**src/rtl/user_fifo_stream_ctrl.sv**
```systemverilog
// FWFT stream FIFO controller for an external dual-port RAM: the sink writes the RAM and a
// small skid FIFO prefetches RAM words so the source side runs at one word per clock.
module user_fifo_stream_ctrl #(
  parameter int    DATA_WIDTH = 8,
  parameter int    ADDR_WIDTH = 9,
  parameter string OUTPUT_REG = "TRUE"
) (
  input  logic                  clk,
  input  logic                  rstn,
  input  logic                  s_valid,
  output logic                  s_ready,
  input  logic [DATA_WIDTH-1:0] s_data,
  output logic                  m_valid,
  input  logic                  m_ready,
  output logic [DATA_WIDTH-1:0] m_data,
  output logic                  ram_we,
  output logic [ADDR_WIDTH-1:0] ram_waddr,
  output logic [DATA_WIDTH-1:0] ram_wdata,
  output logic                  ram_re,
  output logic [ADDR_WIDTH-1:0] ram_raddr,
  input  logic [DATA_WIDTH-1:0] ram_rdata,
  output logic [ADDR_WIDTH+1:0] count,
  output logic                  full,
  output logic                  empty
);

  localparam int RD_LAT = (OUTPUT_REG == "TRUE") ? 2 : 1;
  localparam int SKID   = RD_LAT + 1;
  localparam int SW     = $clog2(SKID);
  localparam int UW     = ADDR_WIDTH + 1;
  localparam int CW     = ADDR_WIDTH + 2;

  localparam logic [UW-1:0] DEPTH_U   = UW'(1 << ADDR_WIDTH);
  localparam logic [SW-1:0] SKID_LAST = SW'(SKID - 1);
  localparam logic [2:0]    SKID_N    = 3'(SKID);

  logic [ADDR_WIDTH-1:0] wptr_q, wptr_d;
  logic [ADDR_WIDTH-1:0] rptr_q, rptr_d;
  logic [UW-1:0]         ram_used_q, ram_used_d;
  logic                  push_q, push_d;
  logic                  s_ready_q, s_ready_d;
  logic [RD_LAT-1:0]     tag_q, tag_d;
  logic [DATA_WIDTH-1:0] skid_mem_q [SKID];
  logic [DATA_WIDTH-1:0] skid_mem_d [SKID];
  logic [SW-1:0]         head_q, head_d;
  logic [SW-1:0]         tail_q, tail_d;
  logic [2:0]            skid_occ_q, skid_occ_d;
  logic                  m_valid_q, m_valid_d;
  logic [DATA_WIDTH-1:0] m_data_q, m_data_d;
  logic [CW-1:0]         count_q, count_d;

  logic       push;
  logic       pop;
  logic       cap;
  logic       rd_en;
  logic [2:0] inflight;
  logic [3:0] pending;

  function automatic logic [SW-1:0] skid_next(input logic [SW-1:0] p);
    return (p == SKID_LAST) ? '0 : p + 1'b1;
  endfunction

  always_comb begin
    push = s_valid & s_ready_q;
    pop  = m_valid_q & m_ready;
    cap  = tag_q[RD_LAT-1];

    inflight = '0;
    for (int unsigned i = 0; i < RD_LAT; i++) begin
      inflight = inflight + 3'(tag_q[i]);
    end
    pending = {1'b0, skid_occ_q} + {1'b0, inflight} - {3'b000, pop};

    // A word written at the previous edge is held back one cycle, so a read never
    // races the write to the same address.
    rd_en = (ram_used_q > {{ADDR_WIDTH{1'b0}}, push_q}) && (pending < {1'b0, SKID_N});

    wptr_d     = push  ? wptr_q + 1'b1 : wptr_q;
    rptr_d     = rd_en ? rptr_q + 1'b1 : rptr_q;
    ram_used_d = ram_used_q + UW'(push) - UW'(rd_en);
    push_d     = push;
    s_ready_d  = (ram_used_q + UW'(push)) < DEPTH_U;

    tag_d    = '0;
    tag_d[0] = rd_en;
    for (int unsigned i = 1; i < RD_LAT; i++) begin
      tag_d[i] = tag_q[i-1];
    end

    skid_mem_d = skid_mem_q;
    if (cap) begin
      skid_mem_d[tail_q] = ram_rdata;
    end
    tail_d     = cap ? skid_next(tail_q) : tail_q;
    head_d     = pop ? skid_next(head_q) : head_q;
    skid_occ_d = skid_occ_q + {2'b00, cap} - {2'b00, pop};
    m_valid_d  = (skid_occ_d != '0);

    // Reading the next-state array lets a capture into an empty skid reach m_data directly.
    m_data_d = m_data_q;
    if (skid_occ_d != '0) begin
      m_data_d = skid_mem_d[head_d];
    end

    count_d = count_q + CW'(push) - CW'(pop);
  end

  always_ff @(posedge clk or negedge rstn) begin
    if (!rstn) begin
      wptr_q     <= '0;
      rptr_q     <= '0;
      ram_used_q <= '0;
      push_q     <= 1'b0;
      s_ready_q  <= 1'b1;
      tag_q      <= '0;
      for (int unsigned i = 0; i < SKID; i++) begin
        skid_mem_q[i] <= '0;
      end
      head_q     <= '0;
      tail_q     <= '0;
      skid_occ_q <= '0;
      m_valid_q  <= 1'b0;
      m_data_q   <= '0;
      count_q    <= '0;
    end else begin
      wptr_q     <= wptr_d;
      rptr_q     <= rptr_d;
      ram_used_q <= ram_used_d;
      push_q     <= push_d;
      s_ready_q  <= s_ready_d;
      tag_q      <= tag_d;
      skid_mem_q <= skid_mem_d;
      head_q     <= head_d;
      tail_q     <= tail_d;
      skid_occ_q <= skid_occ_d;
      m_valid_q  <= m_valid_d;
      m_data_q   <= m_data_d;
      count_q    <= count_d;
    end
  end

  assign s_ready   = s_ready_q;
  assign full      = ~s_ready_q;
  assign m_valid   = m_valid_q;
  assign empty     = ~m_valid_q;
  assign m_data    = m_data_q;
  assign ram_we    = push;
  assign ram_waddr = wptr_q;
  assign ram_wdata = s_data;
  assign ram_re    = rd_en;
  assign ram_raddr = rptr_q;
  assign count     = count_q;

  skid_no_overflow: assert property (@(posedge clk) disable iff (!rstn)
    !(cap && !pop && (skid_occ_q == SKID_N)));

endmodule
```
**config.mk**
```make
export PLATFORM = sky130hd
export DESIGN_NAME = user_fifo_stream_ctrl
export DESIGN_NICKNAME = d
export VERILOG_FILES = /design/src/rtl/user_fifo_stream_ctrl.sv
export SDC_FILE = /design/constraint.sdc
export NUM_CORES = 1
export LEC_CHECK = 0
export CORE_ASPECT_RATIO = 0.5
export CORE_MARGIN = 2
export CORE_UTILIZATION = 55
export CTS_BUF_LIST = sky130_fd_sc_hd__clkbuf_4
export DETAILED_ROUTE_END_ITERATION = 8
export PLACE_DENSITY = 0.82
export SLEW_MARGIN = 20
export SYNTH_ARGS = -nofsm -noshare
export SYNTH_HDL_FRONTEND = slang
export SYNTH_SLANG_ARGS = --single-unit
```
**constraint.sdc**
```tcl
create_clock -name clk -period 6.5 [get_ports clk]
set_clock_uncertainty 0.05 [all_clocks]
set_input_delay 1.625 -clock clk [delete_from_list [all_inputs] [get_ports clk]]
set_output_delay 1.625 -clock clk [all_outputs]
set_load 0.1 [all_outputs]
```
======== Word-level counts from Yosys, hierarchy flattened ========
Cells that the tools add are included.
operators by class
  magnitude comparators ................... 6
  muxes and demuxes ....................... 10
  add/subtract/negate cells ............... 13
  bitwise logic cells ..................... 6
  $mul .................................... 0
  div/mod/pow operators ................... 0
  reductions and logical operators ........ 3
  equality and inequality tests ........... 2
  shifts and indexed selects .............. 0
operator list
  operator                                                              number
  24-bit bitwise mux                                                    1
  24-bit two-way mux                                                    1
  8-bit two-way mux                                                     3
  9-bit by 1-bit adder with 9-bit output, second input constant         2
  8-bit binary-select mux with 2-bit select                             1
  8-bit demux with 2-bit select                                         1
  11-bit by 1-bit adder with 11-bit output                              1
  11-bit by 1-bit subtractor with 11-bit output                         1
  10-bit by 1-bit adder with 10-bit output                              1
  10-bit by 1-bit > comparator with 1-bit output                        1
  10-bit < comparator, second input constant                            1
  10-bit by 1-bit subtractor with 10-bit output                         1
  3-bit greater-or-equal comparator, second input constant              2
  2-bit two-way mux                                                     3
  2-bit inverter with 3-bit output                                      2
  2-bit by 1-bit adder with 2-bit output, second input constant         2
  3-bit by 2-bit adder with 4-bit output                                1
  2-bit == test, second input constant                                  2
  4-bit by 2-bit < comparator with 1-bit output, second input constant  1
  4-bit by 1-bit subtractor with 4-bit output                           1
  3-bit by 1-bit adder with 3-bit output                                1
  3-bit by 1-bit < comparator with 1-bit output, second input constant  1
  3-bit nonzero test                                                    1
  3-bit by 1-bit subtractor with 3-bit output                           1
  other kinds (4)                                                       7
word-level totals
  memory bits (read-only) ................. 0
  memory bits (writable) .................. 0
  logic and storage cells ................. 55
  memories ................................ 0
  output and inout port bits .............. 51
  input bits .............................. 20
  register bits ........................... 83
  latch bits .............................. 0

======== Logic depth before layout (Yosys ltp) ========
  depth in word-level cells ............... 10
  gate-level depth with buffers ........... 15
  gate-level depth less buffers ........... 15

======== Worst setup path before layout ========
Ideal clock, no wire load.
  path kind ............................... input to output
  from .................................... in m_ready
  to ...................................... out ram_re
  data arrival time ....................... 4450 ps
  stages on the path ...................... 8
  setup slack ............................. 375 ps
  required time ........................... 4825 ps
  buffers on the path ..................... 0
  path through ............................ nand2_2 -> xnor2_1 -> fa_1 -> fa_1 -> o22ai_1 -> a21oi_1 -> nand2_1 -> nor3_2
between the ends
  word-level cells in the longest chain between the ends .. 4
RTL lines
  what                                           line  RTL
  start, declared                                14    input logic m_ready,
  1-bit bitwise AND                              65    pop = m_valid_q & m_ready;
  4-bit by 1-bit subtractor with 4-bit output    72    pending = {1'b0, skid_occ_q} + {1'b0, inflight} - {3'b000, pop};
  4-bit by 2-bit < comparator with 1-bit output  76    rd_en = (ram_used_q > {{ADDR_WIDTH{1'b0}}, push_q}) && (pending < {1'b0, SKID_N});
  1-bit logical AND                              76
  end, declared                                  19    output logic ram_re,
No other way between the ends.

======== Worst setup path after layout ========
Ends and elaborated chain as after synthesis.

==> flow_summary.toml <==
[synth]
async_flop_share = 1.00
synth-seq-cells = 83
synth.net_count = 428
synth_area_sq_um = 4350
synthTopCellsByCount = "82 x dfrtp_1, 31 x inv_1, 28 x mux2_2, 28 x nand2_1, 27 x xnor2_1"
synth_edf_count = 0
synthCells = 384
ys.flop_type = "dfrtp_1"
synth_cell_types = 56
seq_area_frac_synth = 0.477
synth_area_leaders = "dfrtp_1 47%, mux2_2 7.2%, ha_1 5.7%, xnor2_1 5.4%, inv_1 2.7%"
synth.top_cell.area_share = 0.471
avgSynthCellArea_sq_um = 11.3
synth_most_common_cell = "dfrtp_1"
yosys.area.top_type = "dfrtp_1"
synth_warnings = 0

[die]
start_util = 0.582
rows = 22
die-height_um = 66.9
dieWidth_um = 130
core_sq_um = 7490
floorplan.die_area_sq_um = 8690
io_pins = 71

[hold_path]
min_path_cells = 0
hold_path_class = "reg2reg"

[final_layout]
multi_input_area_sq_um = 2040
finish.net_count = 480
syn_to_final_growth_pct = 17.0
seqCellArea_sq_um = 2080
drive_above_1_share = 0.147
fillerInstances = 582
antenna_cells = 0

[sta]
maxSlewViolCount = 0
setup-violations-final = 0
relSlewSlack = 0.345
min_period_ns = 5.79
worstMarginPinSlew_ns = 0.980
timing.final.crit_share = 0.891
hold_viol = 0
setup_tns_ns = 0
fmax_mhz = 173
rsz0062_at_grt = "false"

[global_route]
grt_max_degree = 53
grt_overflow = 0
grt_pass1_wl_mm = 13.4
antenna_found_initial = 0
grt_pass1_vias = 2838
grt_util_all_layers = 0.202

[detailed_routing]
vias = 2903
vias_per_cell = 5.29
drt-total-wl_mm = 7.90
dr.pass1.iters = 4
drt-initial-drc-count = 148
postRouteAntennaNets = 0
drc_errors = 0
avgRoutedWirePerCell_um = 14.4

[worst_setup_path]
crit_chain = "clkdlybuf4s50_1, nand2_2, xnor2_1, fa_1, fa_1, o22ai_1, a21oi_1, nand2_1, nor3_2, buf_12"
cp-start-kind = "input pin"
cp.buffers_inverters = 2
end_kind = "output pin"
crit_cells = 10
worst_ep_required_time_ns = 4.83
cp_top_family = "adder cells"
crit_slowest_cell = "clkdlybuf4s50_1"
path_max_fanout = 8
worstRegToRegCells = 15
critPathArrivalTime_ns = 4.11
cp_common_cell = "fa_1"
crit_type = "in2out"
max_stage_delay_ns = 0.51

[clocking]
cts_tree = "built"
clock_latency_ns = 0.42
cts_resized = 0
cts_buffers = 9
postCtsSetupRepairBufs = 0
clk_pin_slew_ns = 0.12
hold_buffers = 0
clock_path_buffers = 2
h-tree-depth = 3
cts-root-buf = "clkbuf_4"
clock-sinks = 83

[place]
port_buffers = 54
gp_congestion = 0.804
hpwlAfterDp_mm = 5.71

[run]
max-cap-violations = 0

[run_status]
status = "finished clean"
==> through the flow <==
step | utilization | cells | setup slack, ns | cell area, sq um | hold WS, ns
6_report | 0.681 | 549 | 0.711 | 5100 | 0.354
3_5_place_dp | 0.660 | 533 | 0.724 | 4940 | 0.338
5_1_grt | 0.681 | 549 | 0.521 | 5100 | 0.369
2_1_floorplan | - | 384 | 0.375 | 4350 | 0.304
4_1_cts | 0.681 | 549 | 0.704 | 5100 | 0.363
3_3_place_gp | 0.660 | 533 | 0.783 | 4940 | 0.313
==> layout by cell type (no fill, tap or decap), types with 13 or more instances in the layout <==
cell type,netlist,routed
nand2_1,28,28
nand3_1,16,16
nor2_1,16,16
dfrtp_1,82,82
ha_1,20,20
xnor2_1,27,27
mux2_2,28,28
xor2_1,13,13
inv_1,31,31
clkdlybuf4s50_1,0,51
==> path summary, 6_finish.rpt <==
path	startpoint	end	slack [ns]
setup / recovery	m_ready	ram_re	0.71
hold / removal	tag_q[0]	tag_q[1]	0.35
setup reg to reg	m_valid	ram_used_q[3]	2.92
hold reg to reg	tag_q[0]	tag_q[1]	0.35
max in group asynchronous	rstn	ram_waddr[1]	4.35
min in group asynchronous	rstn	skid_mem_q[15]	1.07
==> cell type report <==
type                       count  area share
clock inverter                 6      0.0157
tap                          108      0.0265
clock buffer                  10      0.0147
sequential                    83       0.408
inverter                      34      0.0250
timing repair buffer          56       0.110
multi-input combinational    252       0.400
==> state kept, by name, indices dropped and copies added, names as in the netlist <==
register,cells
skid_occ_q,3
ram_waddr,9
tail_q,2
push_q,1
head_q,2
skid_mem_q,24
count,11
m_valid,1
ram_used_q,10
s_ready,1
tag_q,2
ram_raddr,9
m_data,8
==> layer usage <==
metal  global-route usage  wire length (um)
met5                    0                 0
met2                0.332              3700
met4               0.0632                78
met3               0.0498               301
met1                0.267              3820
==> logic make-up (layout without fill, tap and decap cells) <==
logic type	Yosys count	after routing	synth area share
simple gates	95	95	0.119
flops	83	83	0.477
compound gates	49	49	0.0767
buf+inv	49	106	0.0543
mux	43	43	0.110
xor+xnor	41	41	0.0868
fa+ha+maj	24	24	0.0759
Power is left out: the tool's default activity adds up to more than one toggle a clock period on the data nets, which glitch-free logic cannot reach.
